[src/rtl/fifo_burst_reader.sv]
`default_nettype none
// ============================================================================
//  Module      : fifo_burst_reader
//  Description : Consumer-side burst reader for an 8-deep synchronous FIFO.
//                Pops exactly `len` words over the EN/RD/EMPTY/dataOut port,
//                absorbs the 1-cycle read latency in a 2-entry skid buffer,
//                streams words on valid/ready, then pulses done.
//  Option      : define FIFO_BURST_READER_STATS_EN to add stat_words and
//                stat_stalls saturating counters.
//  Revision    : 1.0 - initial release
// ============================================================================
module fifo_burst_reader #(
   parameter int DATA_W = 32,
   parameter int LEN_W  = 8
) (
   input  logic              Clk,
   input  logic              Rst,
   input  logic              start,
   input  logic [LEN_W-1:0]  len,
   input  logic              abort,
   output logic              busy,
   output logic              done,
   output logic              fifo_EN,
   output logic              fifo_RD,
   input  logic              fifo_EMPTY,
   input  logic [DATA_W-1:0] fifo_dataOut,
   output logic [DATA_W-1:0] dout,
   output logic              dout_valid,
   input  logic              dout_ready
`ifdef FIFO_BURST_READER_STATS_EN
   ,
   output logic [31:0]       stat_words,
   output logic [31:0]       stat_stalls
`endif
);

   typedef enum logic [1:0] {
      S_IDLE  = 2'd0,
      S_RUN   = 2'd1,
      S_FLUSH = 2'd2
   } state_t;

   state_t              r_state;
   state_t              w_state_nxt;

   logic [LEN_W-1:0]    r_issue_rem;
   logic [LEN_W-1:0]    r_deliv_rem;
   logic                r_inflight;
   logic [1:0]          r_occ;
   logic [DATA_W-1:0]   r_buf0;
   logic [DATA_W-1:0]   r_buf1;
   logic                r_done;

   logic                w_run;
   logic                w_pop;
   logic [2:0]          w_pending;
   logic                w_space;
   logic                w_rd;
   logic                w_cap;
   logic                w_last;
   logic                w_accept;
   logic                w_abort_run;
   logic                w_done_nxt;

   // Words held or on their way back; a new read is only allowed while
   // this stays below the buffer depth, which is what prevents overflow.
   assign w_run       = (r_state == S_RUN);
   assign w_pop       = dout_valid && dout_ready;
   assign w_pending   = {1'b0, r_occ} + {2'b00, r_inflight} - {2'b00, w_pop};
   assign w_space     = (w_pending < 3'd2);
   assign w_abort_run = w_run && abort;
   assign w_rd        = w_run && !Rst && !abort && !fifo_EMPTY
                        && (r_issue_rem != '0) && w_space;
   assign w_cap       = w_run && r_inflight;
   assign w_last      = w_pop && (r_deliv_rem == LEN_W'(1));
   assign w_accept    = (r_state == S_IDLE) && start && (len != '0);

   assign fifo_EN    = !Rst;
   assign dout_valid = (r_occ != 2'd0);
   assign dout       = r_buf0;
   assign done       = r_done;

   // State register.
   always_ff @(posedge Clk) begin
      if (Rst) begin
         r_state <= S_IDLE;
      end else begin
         r_state <= w_state_nxt;
      end
   end

   // Next-state decode, read strobe, busy and done request.
   always_comb begin
      w_state_nxt = r_state;
      w_done_nxt  = 1'b0;
      fifo_RD     = w_rd;
      busy        = (r_state != S_IDLE);
      case (r_state)
         S_IDLE: begin
            if (start && (len != '0)) begin
               w_state_nxt = S_RUN;
            end else if (start) begin
               w_done_nxt = 1'b1;
            end
         end
         S_RUN: begin
            if (abort) begin
               w_state_nxt = r_inflight ? S_FLUSH : S_IDLE;
            end else if (w_last) begin
               w_state_nxt = S_IDLE;
               w_done_nxt  = 1'b1;
            end
         end
         S_FLUSH: begin
            w_state_nxt = S_IDLE;
         end
         default: begin
            w_state_nxt = S_IDLE;
         end
      endcase
   end

   // Done pulse, registered so it lands one cycle after the last handshake.
   always_ff @(posedge Clk) begin
      if (Rst) begin
         r_done <= 1'b0;
      end else begin
         r_done <= w_done_nxt;
      end
   end

   // Issue / delivery counters and the read-latency tracker.
   always_ff @(posedge Clk) begin
      if (Rst) begin
         r_issue_rem <= '0;
         r_deliv_rem <= '0;
         r_inflight  <= 1'b0;
      end else begin
         r_inflight <= w_rd;
         if (w_accept) begin
            r_issue_rem <= len;
            r_deliv_rem <= len;
         end else if (w_abort_run) begin
            r_issue_rem <= '0;
            r_deliv_rem <= '0;
         end else begin
            if (w_rd) begin
               r_issue_rem <= r_issue_rem - LEN_W'(1);
            end
            if (w_pop && (r_deliv_rem != '0)) begin
               r_deliv_rem <= r_deliv_rem - LEN_W'(1);
            end
         end
      end
   end

   // Two-entry in-order skid buffer; r_buf0 is always the head.
   always_ff @(posedge Clk) begin
      if (Rst) begin
         r_occ  <= 2'd0;
         r_buf0 <= '0;
         r_buf1 <= '0;
      end else if (w_abort_run) begin
         r_occ <= 2'd0;
      end else begin
         case ({w_cap, w_pop})
            2'b10: begin
               if (r_occ == 2'd0) begin
                  r_buf0 <= fifo_dataOut;
               end else begin
                  r_buf1 <= fifo_dataOut;
               end
               r_occ <= r_occ + 2'd1;
            end
            2'b01: begin
               r_buf0 <= r_buf1;
               r_occ  <= r_occ - 2'd1;
            end
            2'b11: begin
               if (r_occ == 2'd1) begin
                  r_buf0 <= fifo_dataOut;
               end else begin
                  r_buf0 <= r_buf1;
                  r_buf1 <= fifo_dataOut;
               end
            end
            default: begin
            end
         endcase
      end
   end

`ifdef FIFO_BURST_READER_STATS_EN
   logic [31:0] r_stat_words;
   logic [31:0] r_stat_stalls;
   logic        w_stall;

   assign w_stall     = w_run && (r_issue_rem != '0) && w_space && fifo_EMPTY;
   assign stat_words  = r_stat_words;
   assign stat_stalls = r_stat_stalls;

   // Saturating handshake and FIFO-starvation counters.
   always_ff @(posedge Clk) begin
      if (Rst) begin
         r_stat_words  <= '0;
         r_stat_stalls <= '0;
      end else begin
         if (w_pop && (r_stat_words != '1)) begin
            r_stat_words <= r_stat_words + 32'd1;
         end
         if (w_stall && (r_stat_stalls != '1)) begin
            r_stat_stalls <= r_stat_stalls + 32'd1;
         end
      end
   end
`endif

endmodule
`default_nettype wire

[config.mk]
export PLATFORM = sky130hd
export DESIGN_NAME = fifo_burst_reader
export DESIGN_NICKNAME = d
export VERILOG_FILES = /design/src/rtl/fifo_burst_reader.sv
export SDC_FILE = /design/constraint.sdc
export NUM_CORES = 1
export LEC_CHECK = 0
export ABC_CLOCK_PERIOD_IN_PS = 3950
export CAP_MARGIN = 20
export CORE_MARGIN = 2
export CORE_UTILIZATION = 25
export DETAILED_ROUTE_END_ITERATION = 16
export PLACE_DENSITY = 0.42
export SKIP_CTS_REPAIR_TIMING = 1
export SLEW_MARGIN = 20
export SYNTH_ARGS = -nofsm -noshare
export SYNTH_HDL_FRONTEND = slang
export SYNTH_SLANG_ARGS = --single-unit
[constraint.sdc]
create_clock -name Clk -period 3.95 [get_ports Clk]
set_input_delay 0.395 -clock Clk [delete_from_list [all_inputs] [get_ports Clk]]
set_output_delay 0.395 -clock Clk [all_outputs]
set_load 0.01 [all_outputs]
==> impl_metrics.py, run 1 <==
metrics = {
    "clock_network": {
        "cts_max_path_buffers": 2,
        "clkSlewWorstSetupHoldPaths_ns": 0.06,
        "tritoncts": "done",
        "htree_levels": 3,
        "cts.sink_count": 86,
        "num_cts_buffers": 9,
        "clockRootBuffer": "sky130_fd_sc_hd__clkbuf_16",
        "worst_skew_pair.late_latency_ns": 0.35,
    },
    "worst_setup_path": {
        "cp-startpoint": "r_occ[0]",
        "endpoint": "fifo_RD",
        "timing.critical_path.from_type": "flip-flop",
        "required_ns": 3.56,
        "timing.rr.end": "r_issue_rem[5]",
        "critPathCaptureType": "output pin",
        "critPathKind": "reg -> out",
        "critical_path.slowest_cell": "sky130_fd_sc_hd__clkdlybuf4s50_1",
        "ff2ff_path_depth": 13,
        "r2r_slack_ns": 0.94,
        "critPathMaxStageDelay_ns": 0.54,
        "worst_ep_arrival_time_ns": 3.27,
        "crit_path_cell_trace": "inv_1 -> ha_1 -> nand2b_2 -> nor2_2 -> o21ai_0 -> fa_1 -> nor3b_1 -> and3_1 -> nand2_1 -> inv_1 -> clkdlybuf4s50_1",
        "cpMostUsedCell": "sky130_fd_sc_hd__inv_1",
        "timing.critical_path.fanout_max": 7,
        "reg2reg_from": "r_occ[0]",
    },
    "floorplan": {
        "die_height_um": 129,
        "die_extent_in_x_um": 129,
        "start_util": 0.256,
        "num_rows": 45,
        "floorplan.core_area_um2": 15300,
        "die_area_um2": 16700,
        "ioPinCount": 83,
    },
    "yosys": {
        "syn_area_per_cell_um2": 8.27,
        "syn_inst": 473,
        "synth.net_count": 531,
        "yosys_warnings": 0,
        "synth_sequential_area_ratio": 0.440,
        "synth-seq-cells": 86,
        "synthesized_area_um2": 3910,
        "synth-main-ff-cell": "sky130_fd_sc_hd__dfxtp_1",
        "synth_edf_count": 0,
        "postSynth.asyncResetShare": 0,
        "synth.lib_cells_used.distinct": 50,
    },
    "sta": {
        "grt_setup_unrepaired": "false",
        "relSlewSlack": 0.479,
        "fmax_ghz": 0.273,
        "finalClockSkew_ns": 0.00887,
        "setup_viols_final": 0,
        "report.final.slew_viol_count": 0,
        "final.min_clock_period_ns": 3.67,
        "worstMarginPinSlew_ns": 0.781,
        "layout_worst_path_cycle_share": 0.929,
        "hold_violations": 0,
        "total_negative_slack_ns": 0,
    },
    "flow_run": {
        "maxCapViolCount": 0,
    },
    "finish": {
        "num_antenna_cells": 0,
        "drive_gt1_frac": 0.0714,
        "final_util": 0.339,
        "layout-area-overhead-vs-synth_pct": 32.3,
        "mostFrequentLayoutCells": "sky130_fd_sc_hd__nand2_1 (86), sky130_fd_sc_hd__dfxtp_1 (86), sky130_fd_sc_hd__clkdlybuf4s50_1 (81)",
        "fin_nets": 600,
        "filler_cell_count": 1603,
    },
    "global_route": {
        "gr-usage-all-layers": 0.144,
        "globalRouteMet3Util": 0.0495,
        "gr_ovfl_total": 0,
        "grt_max_degree": 72,
        "vias_in_the_first_global_route": 3477,
        "grt_use_met2": 0.228,
        "grt_antenna_before_repair": 0,
        "grtUsageMet1": 0.185,
        "grt_first_pass_wirelength_um": 18600,
        "grt_busiest_layer": "met2",
    },
    "drt": {
        "drtIter0Drc": 216,
        "drt-wirelength-per-cell_um": 15.3,
        "viasPerCell": 4.79,
        "drt_pass1_iterations": 4,
        "routed_wirelength_um": 11600,
        "postRouteAntennaNets": 0,
        "dr_total_vias": 3625,
        "detail_route.drc_violations": 0,
    },
    "run_status": {
        "outcome": "finished clean",
    },
    "pwr": {
        "power.ir.vdd_worst_v": 0.000210,
        "power.density_cell_area_nw_per_um2": 414,
        "p_leak_nw": 1.74,
    },
    "place": {
        "gpl_wtd_cong": 0.840,
        "place_hpwl_um": 7530,
        "portBuffers": 82,
    },
    "hold_path": {
        "holdCritPathClass": "in -> reg",
    },
}
[report_power, final]
group / switching [mW] / leakage [nW] / internal [mW]
Clock: 0.350 / 0.121 / 0.421
Sequential: 0.0428 / 0.698 / 0.916
Combinational: 0.209 / 0.925 / 0.204
[sequential cells by signal, summed over array words and instances (netlist names)]
| name | count |
|---|---|
| dout | 32 |
| r_buf1 | 32 |
| r_state | 2 |
| r_deliv_rem | 8 |
| r_inflight | 1 |
| r_occ | 2 |
| done | 1 |
| r_issue_rem | 8 |
[metrics by stage]
| step | total power, mW | hold WS [ns] | worst slack (ns) | std cells | instance area [µm²] |
|---|---|---|---|---|---|
| finish | 2.14 | 0.397 | 0.281 | 757 | 5180 |
| global route | 2.26 | 0.390 | 0.0111 | 757 | 5180 |
| CTS | 2.18 | 0.375 | 0.144 | 757 | 5170 |
| detailed placement | 1.39 | 0.446 | 0.438 | 742 | 4910 |
| global placement | 1.39 | 0.441 | 0.439 | 742 | 4910 |
| floorplan | 1.22 | 0.436 | 1.01 | 473 | 3910 |
[cell families (layout without fill, tap and decap cells)]
group / after synthesis / in the layout / share of synthesized area
AOI/OAI and AO/OA: 146 / 146 / 0.259
xor gates and xnor gates: 4 / 4 / 0.00896
adders and majority gates: 12 / 12 / 0.0403
buffers and inverters: 48 / 121 / 0.0531
DFF: 86 / 86 / 0.440
muxes: 1 / 1 / 0.00256
and+or+nand+nor: 176 / 176 / 0.196
[critical path: cells and delay by family (launching register included)]
kind | cells | cell delay [ns]
AO/OA/AOI/OAI | 1 | 0.12
adder cells (fa/ha/maj) | 2 | 0.70
buffers and inverters | 3 | 0.73
flip-flops | 1 | 0.41
AND/OR/NAND/NOR | 5 | 0.97
[worst min path at each step]
stage	from	to	cells after the start	slack, ns
floorplan	r_buf1[0]	r_buf1[0]	2	0.44
global placement	r_buf1[16]	r_buf1[16]	2	0.44
detailed placement	r_buf1[26]	r_buf1[26]	2	0.45
CTS	Rst	r_deliv_rem[5]	2	0.38
global route	Rst	r_deliv_rem[5]	2	0.39
finish	Rst	r_deliv_rem[6]	2	0.40
[Yosys cell counts, types with 2 or more instances]
library cell | n | area [µm²]
sky130_fd_sc_hd__a31oi_1 | 3 | 18.8
sky130_fd_sc_hd__xnor2_1 | 3 | 26.3
sky130_fd_sc_hd__or4_1 | 2 | 15.0
sky130_fd_sc_hd__or4_4 | 2 | 22.5
sky130_fd_sc_hd__o21ai_0 | 5 | 25.0
sky130_fd_sc_hd__a221oi_1 | 3 | 26.3
sky130_fd_sc_hd__inv_1 | 13 | 48.8
sky130_fd_sc_hd__or2_2 | 3 | 18.8
sky130_fd_sc_hd__ha_1 | 11 | 138
sky130_fd_sc_hd__nand2_1 | 86 | 323
sky130_fd_sc_hd__nand4_1 | 2 | 12.5
sky130_fd_sc_hd__a21oi_1 | 41 | 205
sky130_fd_sc_hd__nor3b_1 | 3 | 22.5
sky130_fd_sc_hd__clkinv_1 | 2 | 7.51
sky130_fd_sc_hd__dfxtp_1 | 86 | 1720
sky130_fd_sc_hd__clkbuf_1 | 21 | 78.8
sky130_fd_sc_hd__a22oi_1 | 32 | 240
sky130_fd_sc_hd__o21ai_1 | 4 | 20.0
sky130_fd_sc_hd__nor3_1 | 10 | 50.1
sky130_fd_sc_hd__nor2_1 | 46 | 173
sky130_fd_sc_hd__buf_2 | 7 | 35.0
sky130_fd_sc_hd__a21boi_0 | 2 | 15.0
sky130_fd_sc_hd__nand2b_1 | 2 | 12.5
sky130_fd_sc_hd__and2_1 | 3 | 18.8
sky130_fd_sc_hd__buf_4 | 3 | 22.5
sky130_fd_sc_hd__o31ai_1 | 6 | 45.0
sky130_fd_sc_hd__a211oi_1 | 36 | 270
sky130_fd_sc_hd__nor4_1 | 3 | 18.8
sky130_fd_sc_hd__o211ai_1 | 3 | 22.5
sky130_fd_sc_hd__nand3_1 | 9 | 45.0
sky130_fd_sc_hd__and3_1 | 2 | 12.5
[cell type report]
type,instances,area (µm²),area share
tap,211,264,0.0510
multi-input combinational,339,1990,0.385
sequential,86,1720,0.333
clock buffer,11,233,0.0450
clock inverter,4,25.0,0.00483
timing repair buffer,91,883,0.171
inverter,15,56.3,0.0109
[per-layer routing]
metal	routed length (µm)	vias up
met3	670	8
met5	0	-
li1	-	1816
met1	5520	1697
met4	170	0
met2	5230	104
Note: power is estimated with default switching activity, not from simulation.
==> run 2: changes to the inputs <==
--- a/config.mk
+++ b/config.mk
@@ -5,7 +5,7 @@
 export SDC_FILE = /design/constraint.sdc
 export NUM_CORES = 1
 export LEC_CHECK = 0
-export ABC_CLOCK_PERIOD_IN_PS = 3950
+export ABC_CLOCK_PERIOD_IN_PS = 3600
 export CAP_MARGIN = 20
 export CORE_MARGIN = 2
 export CORE_UTILIZATION = 25
==> constraint.sdc (replaced) <==
create_clock -name Clk -period 3.6 [get_ports Clk]
set_input_delay 0.36 -clock Clk [delete_from_list [all_inputs] [get_ports Clk]]
set_output_delay 0.36 -clock Clk [all_outputs]
set_load 0.01 [all_outputs]
==> run 2 against run 1 <==
Critical path depth did not move. Via count rose by 0.66%. Critical endpoint unchanged. Worst hold slack improved by 0.056 ns. Utilization rose by 0.44 points. Critical path type unchanged. Cell count rose by 0.26%. Clock skew fell by 0.0028 ns.
==> impl_metrics.py, run 2 (synthesized netlist as in run 1, its figures left out) <==
metrics = {
    "run_status": {
        "outcome": "finished clean",
    },
    "clock_network": {
        "clkSlewWorstSetupHoldPaths_ns": 0.06,
        "cts.sink_count": 86,
        "num_cts_buffers": 9,
        "tritoncts": "done",
        "clockRootBuffer": "sky130_fd_sc_hd__clkbuf_16",
        "cts_max_path_buffers": 2,
        "worst_skew_pair.late_latency_ns": 0.35,
        "htree_levels": 3,
    },
    "floorplan": {
        "die_area_um2": 16700,
        "die_height_um": 129,
        "floorplan.core_area_um2": 15300,
        "ioPinCount": 83,
        "die_extent_in_x_um": 129,
        "num_rows": 45,
        "start_util": 0.256,
    },
    "flow_run": {
        "maxCapViolCount": 0,
    },
    "finish": {
        "num_antenna_cells": 0,
        "fin_nets": 601,
        "finish.instance_area_um2": 5240,
        "drive_gt1_frac": 0.0839,
        "layout_commonest_cell": "sky130_fd_sc_hd__nand2_1",
        "layout-area-overhead-vs-synth_pct": 34.0,
        "mostFrequentLayoutCells": "sky130_fd_sc_hd__nand2_1 (86), sky130_fd_sc_hd__dfxtp_1 (84), sky130_fd_sc_hd__clkdlybuf4s50_1 (81)",
        "filler_cell_count": 1586,
    },
    "sta": {
        "layout_worst_path_cycle_share": 0.927,
        "finalClockSkew_ns": 0.00607,
        "worstMarginPinSlew_ns": 0.901,
        "grt_setup_unrepaired": "false",
        "report.final.slew_viol_count": 0,
        "worst_slack_ns": 0.262,
        "setup_viols_final": 0,
        "fmax_ghz": 0.300,
        "hold_violations": 0,
        "total_negative_slack_ns": 0,
        "relSlewSlack": 0.399,
        "final.min_clock_period_ns": 3.34,
    },
    "place": {
        "place_hpwl_um": 7650,
        "place_worst_setup_slack_ns": 0.228,
        "post_dp_cell_area_um2": 4920,
        "gpl_wtd_cong": 0.781,
        "portBuffers": 82,
    },
    "worst_setup_path": {
        "reg2reg_from": "r_occ[0]",
        "timing.rr.end": "r_issue_rem[5]",
        "r2r_slack_ns": 0.84,
        "endpoint": "fifo_RD",
        "worst_ep_arrival_time_ns": 2.98,
        "critPathKind": "reg -> out",
        "required_ns": 3.24,
        "timing.critical_path.from_type": "flip-flop",
        "timing.critical_path.fanout_max": 7,
        "ff2ff_path_depth": 12,
        "critPathCaptureType": "output pin",
        "cp-startpoint": "r_occ[0]",
    },
    "drt": {
        "viasPerCell": 4.81,
        "drtIter0Drc": 183,
        "routed_wirelength_um": 11800,
        "detail_route.drc_violations": 0,
        "dr_total_vias": 3649,
        "postRouteAntennaNets": 0,
        "drt-wirelength-per-cell_um": 15.5,
        "drt_pass1_iterations": 4,
    },
    "global_route": {
        "gr_ovfl_total": 0,
        "grt_first_pass_wirelength_um": 19000,
        "grt_antenna_before_repair": 0,
        "grt_max_degree": 78,
        "vias_in_the_first_global_route": 3623,
        "gr-usage-all-layers": 0.148,
    },
    "pwr": {
        "fin_total_pwr_mw": 2.47,
        "power.ir.vdd_worst_v": 0.000232,
        "p_leak_nw": 1.79,
        "power.density_cell_area_nw_per_um2": 470,
    },
    "hold_path": {
        "holdCritPathClass": "reg -> reg",
    },
}
[run 2: layer usage]
layer	wire length, µm	GRT usage
met1	5430	0.185
met2	5370	0.238
met3	683	0.0347
met4	285	0.0742
met5	0	0
[run 2: critical path, stage by stage (launching register included)]
cell and delay (ns):
sky130_fd_sc_hd__dfxtp_2 0.37, sky130_fd_sc_hd__inv_1 0.06, sky130_fd_sc_hd__ha_1 0.23, sky130_fd_sc_hd__nand2b_4 0.19, sky130_fd_sc_hd__nor2_2 0.13, sky130_fd_sc_hd__o21ai_0 0.12
sky130_fd_sc_hd__fa_1 0.48, sky130_fd_sc_hd__nor3b_2 0.14, sky130_fd_sc_hd__and3_4 0.23, sky130_fd_sc_hd__nand2_1 0.07, sky130_fd_sc_hd__inv_1 0.07, sky130_fd_sc_hd__clkdlybuf4s50_1 0.53
[run 2: stage by stage]
| step | hold slack (ns) | util | std cells |
|---|---|---|---|
| global route | 0.474 | 0.344 | 759 |
| CTS | 0.455 | 0.342 | 759 |
| finish | 0.453 | 0.344 | 759 |
| global placement | 0.441 | 0.323 | 743 |
| floorplan | 0.436 | - | 473 |
| detailed placement | 0.446 | 0.323 | 743 |
[run 2: layout make-up]
| cell class | instances | area [µm²] | share of cell area |
|---|---|---|---|
| multi-input cells | 339 | 2010 | 0.383 |
| flip-flops and latches | 86 | 1720 | 0.329 |
| repair buffers | 92 | 891 | 0.170 |
| well taps | 211 | 264 | 0.0503 |
| clock buffers | 11 | 243 | 0.0463 |
| clock inverters | 5 | 57.6 | 0.0110 |
| inverters | 15 | 56.3 | 0.0107 |
[run 2: where the power goes]
part / total (mW) / internal, mW / switching (mW) / leakage (nW)
logic: 0.459 / 0.226 / 0.233 / 0.939
registers: 1.05 / 1.01 / 0.0460 / 0.699
clock network: 0.955 / 0.558 / 0.397 / 0.150
[run 2: how the worst min path moves through the flow]
stage                     from         end  cells after the start  slack (ns)
CTS                  r_buf1[5]   r_buf1[5]                      2        0.46
global placement    r_buf1[28]  r_buf1[28]                      2        0.44
detailed placement   r_buf1[5]   r_buf1[5]                      2        0.45
finish              r_buf1[29]  r_buf1[29]                      2        0.45
global route         r_buf1[1]   r_buf1[1]                      2        0.47
floorplan            r_buf1[0]   r_buf1[0]                      2        0.44
